### src/rtl/ds1302_pkg.sv
// Shared definitions for the DS1302-style 3-wire RTC responder.
package ds1302_pkg;

  localparam logic [2:0] ADDR_SEC   = 3'd0;
  localparam logic [2:0] ADDR_MIN   = 3'd1;
  localparam logic [2:0] ADDR_HOUR  = 3'd2;
  localparam logic [2:0] ADDR_DATE  = 3'd3;
  localparam logic [2:0] ADDR_MONTH = 3'd4;
  localparam logic [2:0] ADDR_DAY   = 3'd5;
  localparam logic [2:0] ADDR_YEAR  = 3'd6;
  localparam logic [2:0] ADDR_CTRL  = 3'd7;
  localparam logic [4:0] ADDR_BURST = 5'd31;

  // Command byte bit positions
  localparam int unsigned CMD_START = 7;
  localparam int unsigned CMD_RAM   = 6;
  localparam int unsigned CMD_READ  = 0;

  localparam logic [7:0] RST_SEC   = 8'h80;
  localparam logic [7:0] RST_MIN   = 8'h00;
  localparam logic [7:0] RST_HOUR  = 8'h00;
  localparam logic [7:0] RST_DATE  = 8'h01;
  localparam logic [7:0] RST_MONTH = 8'h01;
  localparam logic [7:0] RST_DAY   = 8'h01;
  localparam logic [7:0] RST_YEAR  = 8'h00;
  localparam logic [7:0] RST_CTRL  = 8'h00;

  typedef enum logic [2:0] {IDLE, CMD, WDATA, RDATA, DONE} phase_e;

  // Register file, register 0 (seconds) in the least significant byte
  typedef logic [7:0][7:0] regfile_t;

  localparam regfile_t RST_REGS = {RST_CTRL, RST_YEAR, RST_DAY, RST_MONTH,
                                   RST_DATE, RST_HOUR, RST_MIN, RST_SEC};

  function automatic logic [7:0] bcd_inc(input logic [7:0] v);
    if (v[3:0] == 4'd9) return {v[7:4] + 4'd1, 4'd0};
    else                return {v[7:4], v[3:0] + 4'd1};
  endfunction

  // Last BCD date of a BCD month; leap test is (10*hi + lo) mod 4 == (2*hi + lo) mod 4
  function automatic logic [7:0] month_days(input logic [7:0] month, input logic [7:0] year);
    logic leap;
    leap = ((({1'b0, year[7:4], 1'b0} + {2'b00, year[3:0]}) & 6'd3) == 6'd0);
    case (month)
      8'h02:                      return leap ? 8'h29 : 8'h28;
      8'h04, 8'h06, 8'h09, 8'h11: return 8'h30;
      default:                    return 8'h31;
    endcase
  endfunction

  // Read image selected by cmd[6:1]: clock burst gives all 8 registers
  function automatic logic [63:0] read_image(input logic [5:0] sel, input regfile_t r);
    if (sel[5])                   return '0;
    else if (sel[4:0] == ADDR_BURST) return r;
    else if (sel[4:3] == 2'b00)   return {56'd0, r[sel[2:0]]};
    else                          return '0;
  endfunction

endpackage

### src/rtl/ds1302_responder_if.sv
// 3-wire serial bus (CE, SCLK, bidirectional IO split into in/out/oe).
interface ds1302_responder_if;
  logic ce;
  logic sclk;
  logic io_in;
  logic io_out;
  logic io_oe;

  modport master (output ce, sclk, io_in, input io_out, io_oe);
  modport slave  (input ce, sclk, io_in, output io_out, io_oe);
endinterface

### src/rtl/ds1302_calendar.sv
// Timekeeping register file: prescaler, BCD time/calendar increment and write commit.
module ds1302_calendar
  import ds1302_pkg::*;
#(
  parameter int unsigned TICK_DIV = 50000000
) (
  input  logic       clk,
  input  logic       rst,
  input  logic       wr_en,
  input  logic [2:0] wr_addr,
  input  logic [7:0] wr_data,
  output regfile_t   regs
);

  regfile_t    regs_q, regs_d;
  logic [31:0] presc_q, presc_d;
  logic        tick_pend_q, tick_pend_d;
  logic        commit, tick_due, tick_now, ch, wp;

  // Next-state: commit has priority; a colliding tick is held in tick_pend for one cycle
  always_comb begin
    regs_d      = regs_q;
    presc_d     = presc_q;
    ch          = regs_q[ADDR_SEC][7];
    wp          = regs_q[ADDR_CTRL][7];
    commit      = wr_en & ((wr_addr == ADDR_CTRL) | ~wp);
    tick_due    = ~ch & (presc_q == TICK_DIV - 1);
    tick_now    = (tick_due | tick_pend_q) & ~commit & ~ch;
    tick_pend_d = (tick_due | tick_pend_q) & commit;

    if (ch || (commit && wr_addr == ADDR_SEC)) presc_d = '0;
    else if (presc_q == TICK_DIV - 1)          presc_d = '0;
    else                                       presc_d = presc_q + 32'd1;

    if (commit) begin
      case (wr_addr)
        ADDR_CTRL: regs_d[ADDR_CTRL] = {wr_data[7], 7'd0};
        ADDR_HOUR: regs_d[ADDR_HOUR] = {1'b0, wr_data[6:0]};
        default:   regs_d[wr_addr]   = wr_data;
      endcase
    end else if (tick_now) begin
      if (regs_q[ADDR_SEC][6:0] == 7'h59) begin
        regs_d[ADDR_SEC] = 8'h00;
        if (regs_q[ADDR_MIN][6:0] == 7'h59) begin
          regs_d[ADDR_MIN] = 8'h00;
          if (regs_q[ADDR_HOUR] == 8'h23) begin
            regs_d[ADDR_HOUR] = 8'h00;
            regs_d[ADDR_DAY]  = (regs_q[ADDR_DAY] >= 8'h07) ? 8'h01 : regs_q[ADDR_DAY] + 8'd1;
            if (regs_q[ADDR_DATE] >= month_days(regs_q[ADDR_MONTH], regs_q[ADDR_YEAR])) begin
              regs_d[ADDR_DATE] = 8'h01;
              if (regs_q[ADDR_MONTH] >= 8'h12) begin
                regs_d[ADDR_MONTH] = 8'h01;
                regs_d[ADDR_YEAR]  = (regs_q[ADDR_YEAR] == 8'h99) ? 8'h00 : bcd_inc(regs_q[ADDR_YEAR]);
              end else begin
                regs_d[ADDR_MONTH] = bcd_inc(regs_q[ADDR_MONTH]);
              end
            end else begin
              regs_d[ADDR_DATE] = bcd_inc(regs_q[ADDR_DATE]);
            end
          end else begin
            regs_d[ADDR_HOUR] = bcd_inc(regs_q[ADDR_HOUR]);
          end
        end else begin
          regs_d[ADDR_MIN] = bcd_inc(regs_q[ADDR_MIN]);
        end
      end else begin
        regs_d[ADDR_SEC] = bcd_inc(regs_q[ADDR_SEC]);
      end
    end
  end

  // Register file, prescaler and deferred-tick flag
  always_ff @(posedge clk or posedge rst) begin
    if (rst) begin
      regs_q      <= RST_REGS;
      presc_q     <= '0;
      tick_pend_q <= 1'b0;
    end else begin
      regs_q      <= regs_d;
      presc_q     <= presc_d;
      tick_pend_q <= tick_pend_d;
    end
  end

  assign regs = regs_q;

endmodule

### src/rtl/ds1302_responder.sv
// DS1302-style 3-wire responder: synchronizers, serial shift/decode FSM, calendar instance.
module ds1302_responder
  import ds1302_pkg::*;
#(
  parameter int unsigned TICK_DIV = 50000000
) (
  input  logic                      clk,
  input  logic                      rst,
  ds1302_responder_if.slave         bus,
  output logic [7:0]                sec_o,
  output logic [7:0]                min_o,
  output logic [7:0]                hour_o,
  output logic                      halted
);

  // [0] first stage, [1] synchronized, [2] previous (edge detect)
  logic [2:0]  ce_sync_q, ce_sync_d;
  logic [2:0]  sclk_sync_q, sclk_sync_d;
  logic [1:0]  io_sync_q, io_sync_d;

  phase_e      phase_q, phase_d;
  logic [2:0]  bitcnt_q, bitcnt_d;
  logic [2:0]  bytecnt_q, bytecnt_d;
  logic [6:0]  rdcnt_q, rdcnt_d;
  logic [6:0]  shreg_q, shreg_d;
  logic [5:0]  cmd_q, cmd_d;
  logic [63:0] snap_q, snap_d;
  logic        io_out_q, io_out_d;
  logic        io_oe_q, io_oe_d;
  logic        wr_en_q, wr_en_d;
  logic [2:0]  wr_addr_q, wr_addr_d;
  logic [7:0]  wr_data_q, wr_data_d;

  logic        ce_s, ce_rise, sclk_rise, sclk_fall;
  logic [7:0]  byte_in;
  logic [6:0]  rd_len;
  regfile_t    regs;

  // Synchronizer next state
  always_comb begin
    ce_sync_d   = {ce_sync_q[1:0], bus.ce};
    sclk_sync_d = {sclk_sync_q[1:0], bus.sclk};
    io_sync_d   = {io_sync_q[0], bus.io_in};
  end

  // Synchronizer flops; ce resets high so a transfer needs a fresh ce rise after reset
  always_ff @(posedge clk or posedge rst) begin
    if (rst) begin
      ce_sync_q   <= '1;
      sclk_sync_q <= '0;
      io_sync_q   <= '0;
    end else begin
      ce_sync_q   <= ce_sync_d;
      sclk_sync_q <= sclk_sync_d;
      io_sync_q   <= io_sync_d;
    end
  end

  // Transfer FSM next state: command decode, write commit, read shift-out
  always_comb begin
    ce_s      = ce_sync_q[1];
    ce_rise   = ce_sync_q[1] & ~ce_sync_q[2];
    sclk_rise = sclk_sync_q[1] & ~sclk_sync_q[2];
    sclk_fall = ~sclk_sync_q[1] & sclk_sync_q[2];
    byte_in   = {io_sync_q[1], shreg_q};
    rd_len    = (!cmd_q[5] && cmd_q[4:0] == ADDR_BURST) ? 7'd64 : 7'd8;

    phase_d   = phase_q;
    bitcnt_d  = bitcnt_q;
    bytecnt_d = bytecnt_q;
    rdcnt_d   = rdcnt_q;
    shreg_d   = shreg_q;
    cmd_d     = cmd_q;
    snap_d    = snap_q;
    io_out_d  = io_out_q;
    io_oe_d   = io_oe_q;
    wr_en_d   = 1'b0;
    wr_addr_d = wr_addr_q;
    wr_data_d = wr_data_q;

    if (!ce_s) begin
      phase_d  = IDLE;
      bitcnt_d = '0;
      io_oe_d  = 1'b0;
      io_out_d = 1'b0;
    end else begin
      case (phase_q)
        IDLE: begin
          if (ce_rise) begin
            phase_d  = CMD;
            bitcnt_d = '0;
          end
        end
        CMD: begin
          if (sclk_rise) begin
            shreg_d  = byte_in[7:1];
            bitcnt_d = bitcnt_q + 3'd1;
            if (bitcnt_q == 3'd7) begin
              cmd_d     = byte_in[6:1];
              bytecnt_d = '0;
              rdcnt_d   = '0;
              if (!byte_in[CMD_START]) begin
                phase_d = DONE;
              end else if (byte_in[CMD_READ]) begin
                phase_d = RDATA;
                snap_d  = read_image(byte_in[6:1], regs);
              end else begin
                phase_d = WDATA;
              end
            end
          end
        end
        WDATA: begin
          if (sclk_rise) begin
            shreg_d  = byte_in[7:1];
            bitcnt_d = bitcnt_q + 3'd1;
            if (bitcnt_q == 3'd7) begin
              bytecnt_d = bytecnt_q + 3'd1;
              phase_d   = DONE;
              if (!cmd_q[5]) begin
                if (cmd_q[4:0] == ADDR_BURST) begin
                  wr_en_d   = 1'b1;
                  wr_addr_d = bytecnt_q;
                  wr_data_d = byte_in;
                  if (bytecnt_q != 3'd7) phase_d = WDATA;
                end else if (cmd_q[4:3] == 2'b00) begin
                  wr_en_d   = 1'b1;
                  wr_addr_d = cmd_q[2:0];
                  wr_data_d = byte_in;
                end
              end
            end
          end
        end
        RDATA: begin
          if (sclk_fall) begin
            if (rdcnt_q == rd_len) begin
              io_oe_d  = 1'b0;
              io_out_d = 1'b0;
              phase_d  = DONE;
            end else begin
              io_oe_d  = 1'b1;
              io_out_d = snap_q[0];
              snap_d   = snap_q >> 1;
              rdcnt_d  = rdcnt_q + 7'd1;
            end
          end
        end
        default: ;
      endcase
    end
  end

  // Transfer FSM state and registered pad/commit outputs
  always_ff @(posedge clk or posedge rst) begin
    if (rst) begin
      phase_q   <= IDLE;
      bitcnt_q  <= '0;
      bytecnt_q <= '0;
      rdcnt_q   <= '0;
      shreg_q   <= '0;
      cmd_q     <= '0;
      snap_q    <= '0;
      io_out_q  <= 1'b0;
      io_oe_q   <= 1'b0;
      wr_en_q   <= 1'b0;
      wr_addr_q <= '0;
      wr_data_q <= '0;
    end else begin
      phase_q   <= phase_d;
      bitcnt_q  <= bitcnt_d;
      bytecnt_q <= bytecnt_d;
      rdcnt_q   <= rdcnt_d;
      shreg_q   <= shreg_d;
      cmd_q     <= cmd_d;
      snap_q    <= snap_d;
      io_out_q  <= io_out_d;
      io_oe_q   <= io_oe_d;
      wr_en_q   <= wr_en_d;
      wr_addr_q <= wr_addr_d;
      wr_data_q <= wr_data_d;
    end
  end

  ds1302_calendar #(.TICK_DIV(TICK_DIV)) u_calendar (
    .clk     (clk),
    .rst     (rst),
    .wr_en   (wr_en_q),
    .wr_addr (wr_addr_q),
    .wr_data (wr_data_q),
    .regs    (regs)
  );

  assign bus.io_out = io_out_q;
  assign bus.io_oe  = io_oe_q;
  assign sec_o      = regs[ADDR_SEC];
  assign min_o      = regs[ADDR_MIN];
  assign hour_o     = regs[ADDR_HOUR];
  assign halted     = regs[ADDR_SEC][7];

endmodule

### src/flat_wrapper.sv
// flat-port wrapper written by rule: the top's interface ports become plain ports
module ds1302_responder_flat import ds1302_pkg::*;
#(
  parameter int unsigned TICK_DIV = 50000000
)
  (clk, rst, sec_o, min_o, hour_o, halted, bus_ce, bus_sclk, bus_io_in, bus_io_out, bus_io_oe);
  ds1302_responder_if bus_i ();
  input  logic clk;
  input  logic rst;
  output logic [7:0] sec_o;
  output logic [7:0] min_o;
  output logic [7:0] hour_o;
  output logic halted;
  input wire logic [$bits(bus_i.ce)-1:0] bus_ce;
  input wire logic [$bits(bus_i.sclk)-1:0] bus_sclk;
  input wire logic [$bits(bus_i.io_in)-1:0] bus_io_in;
  output wire logic [$bits(bus_i.io_out)-1:0] bus_io_out;
  output wire logic [$bits(bus_i.io_oe)-1:0] bus_io_oe;
  assign bus_i.ce = bus_ce;
  assign bus_i.sclk = bus_sclk;
  assign bus_i.io_in = bus_io_in;
  assign bus_io_out = bus_i.io_out;
  assign bus_io_oe = bus_i.io_oe;
  ds1302_responder #(.TICK_DIV(TICK_DIV)) u_core (.clk(clk), .rst(rst), .bus(bus_i), .sec_o(sec_o), .min_o(min_o), .hour_o(hour_o), .halted(halted));
endmodule
### config.mk
export PLATFORM = sky130hd
export DESIGN_NAME = ds1302_responder_flat
export DESIGN_NICKNAME = d
export VERILOG_FILES = /design/src/rtl/ds1302_pkg.sv /design/src/rtl/ds1302_responder_if.sv /design/src/rtl/ds1302_calendar.sv /design/src/rtl/ds1302_responder.sv /design/src/flat_wrapper.sv
export SDC_FILE = /design/constraint.sdc
export NUM_CORES = 1
export LEC_CHECK = 0
export ABC_AREA = 1
export BUFFER_PORTS_ARGS = -buffer_cell sky130_fd_sc_hd__buf_2
export CAP_MARGIN = 10
export CORE_AREA = 2 2 176 178
export CTS_CLUSTER_DIAMETER = 30
export DETAILED_ROUTE_END_ITERATION = 6
export DIE_AREA = 0 0 178 180
export MAX_ROUTING_LAYER = met4
export PLACE_DENSITY = 0.65
export SETUP_SLACK_MARGIN = 0.02
export SLEW_MARGIN = 25
export SYNTH_ARGS = -nofsm -noshare
export SYNTH_HDL_FRONTEND = slang
export SYNTH_SLANG_ARGS = --single-unit
### constraint.sdc
create_clock -name clk -period 14.6 [get_ports clk]
set_input_delay 3.65 -clock clk [delete_from_list [all_inputs] [get_ports clk]]
set_output_delay 3.65 -clock clk [all_outputs]
set_load 0.02 [all_outputs]
==> results of run 1 <==
-- path summary, 6_finish.rpt --
kind / from / endpoint / slack (ns)
min in group asynchronous: rst / u_core.bus.io_out / 3.20
max in group asynchronous: rst / u_core.u_calendar.regs[3] / 10.12
setup reg to reg: u_core.shreg_q[2] / u_core.snap_q[12] / 11.11
setup / recovery: u_core.u_calendar.regs[7] / sec_o[7] / 9.57
hold reg to reg: u_core.sclk_sync_q[0] / u_core.sclk_sync_q[1] / 0.35
hold / removal: u_core.sclk_sync_q[0] / u_core.sclk_sync_q[1] / 0.35
-- power by group --
group | leakage, uW | internal, uW | switching [uW]
Clock | 0.000923 | 855 | 367
Combinational | 0.00243 | 38.2 | 125
Sequential | 0.00290 | 605 | 15.8
-- layout by cell type (no fill, tap or decap), types with 23 or more instances in the layout --
cell type,instances
o22ai_1,66
o21ai_0,182
nor2_1,122
buf_2,31
o21ai_1,23
inv_1,208
nand3_1,72
clkbuf_16,53
dfrtp_1,205
a21oi_1,59
nand2_1,316
nor3_1,37
ha_1,33
xor2_1,31
-- routing by layer --
metal  vias to the layer above  part of all wire (%)  track usage, %  wire [um]
li1                       5134                     -               -          -
met1                      5046                    46            28.7      14700
met2                       358                    45            31.1      14300
met3                        63                   6.5            3.19       2090
met4                         0                   2.5            7.84        786
met5                         -                     0               -          0
-- logic make-up after synthesis --
family	count (synthesis)	share of synthesized area (%)
buffers and inverters	289	10.1
DFF	212	44.7
and+or+nand+nor	597	21.4
adders and majority gates	33	3.47
xor gates and xnor gates	44	3.24
AOI/OAI and AO/OA	367	17.0
-- area by class of cell --
| type | instances | area share, % |
|---|---|---|
| Timing Repair Buffer | 38 | 1.47 |
| Multi-Input combinational cell | 1041 | 38.1 |
| Clock buffer | 67 | 10.5 |
| Clock inverter | 33 | 3.01 |
| Inverter | 215 | 5.77 |
| Tap cell | 396 | 3.51 |
| Sequential cell | 212 | 37.7 |
-- worst register-to-register path: cells and delay by family, from the launching register on --
family,cells,cell delay (ns)
buffers and inverters,2,1.38
and+or+nand+nor,4,1.09
DFF,1,0.68
AOI/OAI and AO/OA,2,0.24
-- through the flow --
stage	hold slack, ns	setup slack (ns)	std cells	utilization, %	total power (uW)
final	0.346	9.57	2002	46.7	2010
after global routing	0.353	9.51	2002	46.7	2080
after CTS	0.348	9.55	2002	46.7	2020
after detailed placement	0.337	9.43	1902	40.4	789
after global placement	0.335	9.44	1902	40.4	788
after floorplan	0.331	5.17	1542	-	747
-- sequential cells by signal, summed over array words and instances (netlist names), 6 cells and up --
register                   cells
u_core.cmd_q                   6
u_core.rdcnt_q                 7
u_core.shreg_q                 7
u_core.snap_q                 64
u_core.u_calendar.presc_q     32
u_core.u_calendar.regs        64
u_core.wr_data_q               8
==> key figures, run 1 <==
Outcome
  – Status: finished clean

Synthesis
  – Synthesized instance count: 1542
  – Ys async rst share: 100%
  – Flip-flop and latch count after synthesis: 212
  – Top cell type's share of synthesized area: 43.1%
  – Mean cell area of the mapped netlist: 7.71 um2
  – Post-synth top cells: nand2_1, inv_1, dfrtp_1
  – Synth unique cells: 43
  – Top FF cell, synth: dfrtp_1
  – Cell area after synthesis: 11900 um2
  – Synth area leader: dfrtp_1
  – YS warnings: 0
  – Sequential element share of the synthesized area: 44.7%
  – Syn_nets: 1580
  – Count leader, synth: nand2_1
  – Largest cells by area after synthesis: dfrtp_1, nand2_1, o21ai_0, inv_1, nor2_1
  – Post-synth EDFFs: 0

Global route
  – Largest net degree at the start of global routing: 100
  – Overflow after GRT: 0
  – Gr usage total: 20.9%
  – First-pass GRT wire length: 52.8 mm
  – Antenna violations before repair: 0
  – Vias in the first global route: 10184

STA
  – RSZ-0062 raised after global routing: false
  – Max-slew violation count: 0
  – Slew @ Worst Pin: 0.914 ns
  – Fin. Hold Viols: 0
  – Worst Skew: 0.0227 ns
  – F_max: 199 MHz
  – Max-slew headroom: 38.8%
  – Tmin final: 5.03 ns
  – Setup_tns: 0 ns
  – # setup viols final: 0
  – Final cycle utilization of the critical path: 34.4%

Critical path
  – Worst path bufs/invs: 1
  – Crit-path max FO: 8
  – CP required: 10.95 ns
  – CP Capture Type: primary output
  – Worst EP arrival: 1.38 ns
  – Worst path max stage delay: 0.62 ns
  – Startpoint Class: flip-flop
  – Worst path top cell family by delay: flip-flops
  – WS Path Type: reg -> out
  – Crit-path slowest cell: dfstp_2
  – FF-to-FF path depth: 8
  – Critical Path Stages: 1
  – CP cell instances: buf_2

Clock tree
  – Clock Pin Slew Worst Setup and Hold Paths: 0.05 ns
  – Later-pin clock latency in the skew report: 0.56 ns
  – H-tree Lvls: 2
  – Hold buffer count at CTS: 0
  – CTS tree: done
  – CTS sink cnt: 212
  – Clock root buffer: clkbuf_16
  – Setup bufs post-CTS: 0
  – Clock Path Buffers: 3
  – Post-CTS Resized: 0
  – TritonCTS Buffers: 53

Job
  – Max-Cap Viols: 0

Layout
  – Register area: 5310 um2
  – ANT cells: 0
  – Total Nets Final: 1599
  – Area Overhead vs Synth: 18.7%
  – Multi-input gate area: 5380 um2
  – Layout cells sized above 1: 10.5%
  – # fillers: 2933
  – Final Instance Area: 14100 um2

Die
  – Die area: 32000 um2
  – Die H: 180 um
  – DIE WIDTH: 178 um
  – Num rows: 64
  – Core Area: 30200 um2
  – Top Ports: 32
  – Initial Util: 39.4%

Place
  – PortBufs: 31
  – RePlAce Congestion: 0.907
  – Area after DPL: 12200 um2
  – Hpwl dp: 21.7 mm

Detailed routing
  – DR WL/cell: 15.9 um
  – # DRC: 0
  – Vias: 10601
  – Via density: 5.30
  – Antenna Nets Post-Route: 0
  – Final WL: 31.9 mm
  – Detailed Route Iter0 Violations: 911
  – Drt pass-1 iters: 5

Power and ir drop
  – VDD IR max: 0.0781 mV
  – Pwr dens: 142 nW/um2
  – Leakage: 0.00626 uW

Worst hold path
  – Worst hold path depth: 0
  – Worst hold path type: reg -> reg
(Power assumes the default switching activity.)
==> inputs of run 2 (changes only) <==
Clock period 14.6 ns to 4.7 ns, I/O delays scaled along.
==> run 2 against run 1 <==
Net effect: the flow now finishes with violations (DRC); clock skew down 0.0076 ns; sequential power rose to 3.1 times the previous value; utilization is 0.63 points higher; cell area increased by 1.3%; sequential cell count unchanged; power grew to 3.3 times the previous value; routed wire length is 0.80% higher; die area unchanged; global-route usage rose by 0.18 points; largest cell class unchanged; largest power group unchanged.
==> key figures, run 2 (synthesis results as in run 1) <==
Outcome
  – Status: finished, violations left
  – Failing checks: DRC

Die
  – DIE WIDTH: 178 um (unchanged)
  – Initial Util: 39.4% (unchanged)
  – Die area: 32000 um2 (unchanged)
  – Top Ports: 32 (unchanged)
  – Num rows: 64 (unchanged)
  – Die H: 180 um (unchanged)
  – Core Area: 30200 um2 (unchanged)

Clock tree
  – Clock Path Buffers: 3 (unchanged)
  – TritonCTS Buffers: 52 (-1.9%)
  – H-tree Lvls: 2 (unchanged)
  – Later-pin clock latency in the skew report: 0.55 ns (about the same)
  – Hold buffer count at CTS: 0 (unchanged)
  – Setup bufs post-CTS: 0 (unchanged)
  – Clock Pin Slew Worst Setup and Hold Paths: 0.05 ns (about the same)
  – Post-CTS Resized: 0 (unchanged)
  – Clock root buffer: clkbuf_16
  – CTS sink cnt: 212 (unchanged)
  – CTS tree: done

Critical path
  – Worst path max stage delay: 0.54 ns (-0.08 ns)
  – Most numerous cell on the critical path: nand2_1
  – CP cell instances: inv_1 -> nor2_1 -> inv_1 -> nor3_1 -> a31oi_1 -> o221ai_1 -> o21ai_0 -> ha_1 -> nand2_1 -> nor2_1 -> nand2_1 -> nand4_1 -> nand2_1 -> nor2_2 -> nand3_2 -> nand2_1 -> o21ai_1
  – Startpoint Class: flip-flop
  – FF-to-FF path depth: 17 (+9)
  – Critical Path Stages: 17 (+16)
  – Worst EP arrival: 3.62 ns (+2.24 ns)
  – WS Path Type: reg -> reg
  – Worst path bufs/invs: 2 (+1)
  – Crit-path slowest cell: dfstp_2
  – CP Capture Type: flip-flop
  – Crit-path max FO: 8 (unchanged)
  – CP required: 5.13 ns (-5.82 ns)
  – Worst path top cell family by delay: simple AND/OR/NAND/NOR gates

Place
  – Hpwl dp: 21.8 mm (+0.44%)
  – Area after DPL: 12200 um2 (+0.24%)
  – RePlAce Congestion: 0.960 (+5.8%)
  – PortBufs: 31 (unchanged)
  – Place WS: 1.56 ns (-7.87 ns)

Layout
  – Commonest cells after routing, fill and taps aside: nand2_1, inv_1, dfrtp_1
  – ANT cells: 0 (unchanged)
  – Final Instance Area: 14300 um2 (+1.3%)
  – Layout cells sized above 1: 10.5% (+0.020 points)
  – Total Nets Final: 1599 (unchanged)
  – Most common cell after layout, fill and taps aside: nand2_1
  – # fillers: 2918 (-0.51%)
  – Multi-input gate area: 5380 um2 (unchanged)
  – Area Overhead vs Synth: 20.3%
  – Register area: 5310 um2 (unchanged)

Detailed routing
  – DR WL/cell: 16.1 um (+0.95%)
  – Final WL: 32.1 mm (+0.80%)
  – Via density: 5.28 (-0.34%)
  – Vias: 10549 (-0.49%)
  – Detailed Route Iter0 Violations: 920 (+0.99%)
  – # DRC: 3 (+3)
  – Drt pass-1 iters: 7 (+2)
  – Antenna Nets Post-Route: 0 (unchanged)

Power and ir drop
  – Reg power frac: 29.0% (-1.9 points)
  – Clock Power Share: 63.3% (+2.4 points)
  – Net Sw Frac: 23.5% (-1.8 points)
  – Pint: 5080 uW (+240%)
  – VDD IR max: 0.237 mV (+200%)
  – Comb pwr share: 7.7% (-0.4 points)
  – Switching pwr: 1560 uW (+210%)
  – Leakage: 0.00635 uW (+1.4%)
  – Pwr dens: 464 nW/um2 (+230%)

Global route
  – Antenna violations before repair: 0 (unchanged)
  – Overflow after GRT: 0 (unchanged)
  – First-pass GRT wire length: 53.2 mm (+0.65%)
  – Largest net degree at the start of global routing: 128 (+28%)
  – Gr usage total: 21.1% (+0.18 points)
  – Vias in the first global route: 10238 (+0.53%)

STA
  – Worst Skew: 0.0151 ns (-0.00761 ns)
  – Slew @ Worst Pin: 0.974 ns (+0.0599 ns)
  – # setup viols final: 0 (unchanged)
  – Tmin final: 3.19 ns
  – Max-slew violation count: 0 (unchanged)
  – Max-slew headroom: 34.5% (-4.3 points)
  – F_max: 313 MHz
  – Final WS setup: 1.51 ns (-8.07 ns)
  – Min Hold Slack: 0.340 ns (-0.00564 ns)
  – RSZ-0062 raised after global routing: false
  – Setup_tns: 0 ns (unchanged)
  – Final cycle utilization of the critical path: 68.0%
  – Fin. Hold Viols: 0 (unchanged)

Job
  – Max-Cap Viols: 0 (unchanged)

Worst hold path
  – Worst hold path type: reg -> reg
  – Worst hold path depth: 0 (unchanged)
==> run 2: worst register-to-register path: stages (launching register included) <==
cell	delay (ns)
dfstp_2	0.54
inv_1	0.10
nor2_1	0.14
inv_1	0.07
nor3_1	0.44
a31oi_1	0.08
o221ai_1	0.16
o21ai_0	0.12
ha_1	0.29
nand2_1	0.05
nor2_1	0.11
nand2_1	0.07
nand4_1	0.15
nand2_1	0.08
nor2_2	0.26
nand3_2	0.22
nand2_1	0.12
o21ai_1	0.07
==> run 2: worst paths after layout <==
path / from / slack, ns / endpoint
setup / recovery: u_core.u_calendar.regs[32] / 1.51 / u_core.u_calendar.regs[54]
hold / removal: u_core.sclk_sync_q[0] / 0.34 / u_core.sclk_sync_q[1]
setup reg to reg: u_core.u_calendar.regs[32] / 1.51 / u_core.u_calendar.regs[54]
hold reg to reg: u_core.sclk_sync_q[0] / 0.34 / u_core.sclk_sync_q[1]
max in group asynchronous: rst / 3.05 / u_core.u_calendar.regs[40]
min in group asynchronous: rst / 0.75 / u_core.u_calendar.presc_q[2]
==> run 2: metrics by stage <==
stage	power [uW]	util, %	cells
after global routing	6870	47.4	1999
after floorplan	2320	-	1542
after CTS	6680	47.4	1999
after detailed placement	2450	40.5	1903
final	6640	47.4	1999
after global placement	2450	40.5	1903
==> run 2: cell type report <==
cell class	count	area share, %
clock buffers	60	9.96
inverters	215	5.67
multi-input cells	1041	37.6
flip-flops and latches	212	37.2
repair buffers	39	1.71
well taps	396	3.46
clock inverters	36	4.45
==> run 2: power by group through the flow <==
stage / Combinational [uW] / Sequential (uW) / Clock [uW]
after floorplan: 387 / 1930 / 0
after global placement: 495 / 1950 / 0
after detailed placement: 501 / 1950 / 0
after CTS: 503 / 1930 / 4250
after global routing: 574 / 1930 / 4370
final: 508 / 1930 / 4200
==> run 2: routing by layer <==
layer  GRT usage (%)  part of all wire [%]  vias to the layer above
met1            28.8                    45                     4997
met5               -                     0                        -
met3            3.38                   7.2                       82
li1                -                     -                     5118
met2            31.7                    45                      352
met4            7.48                   3.2                        0
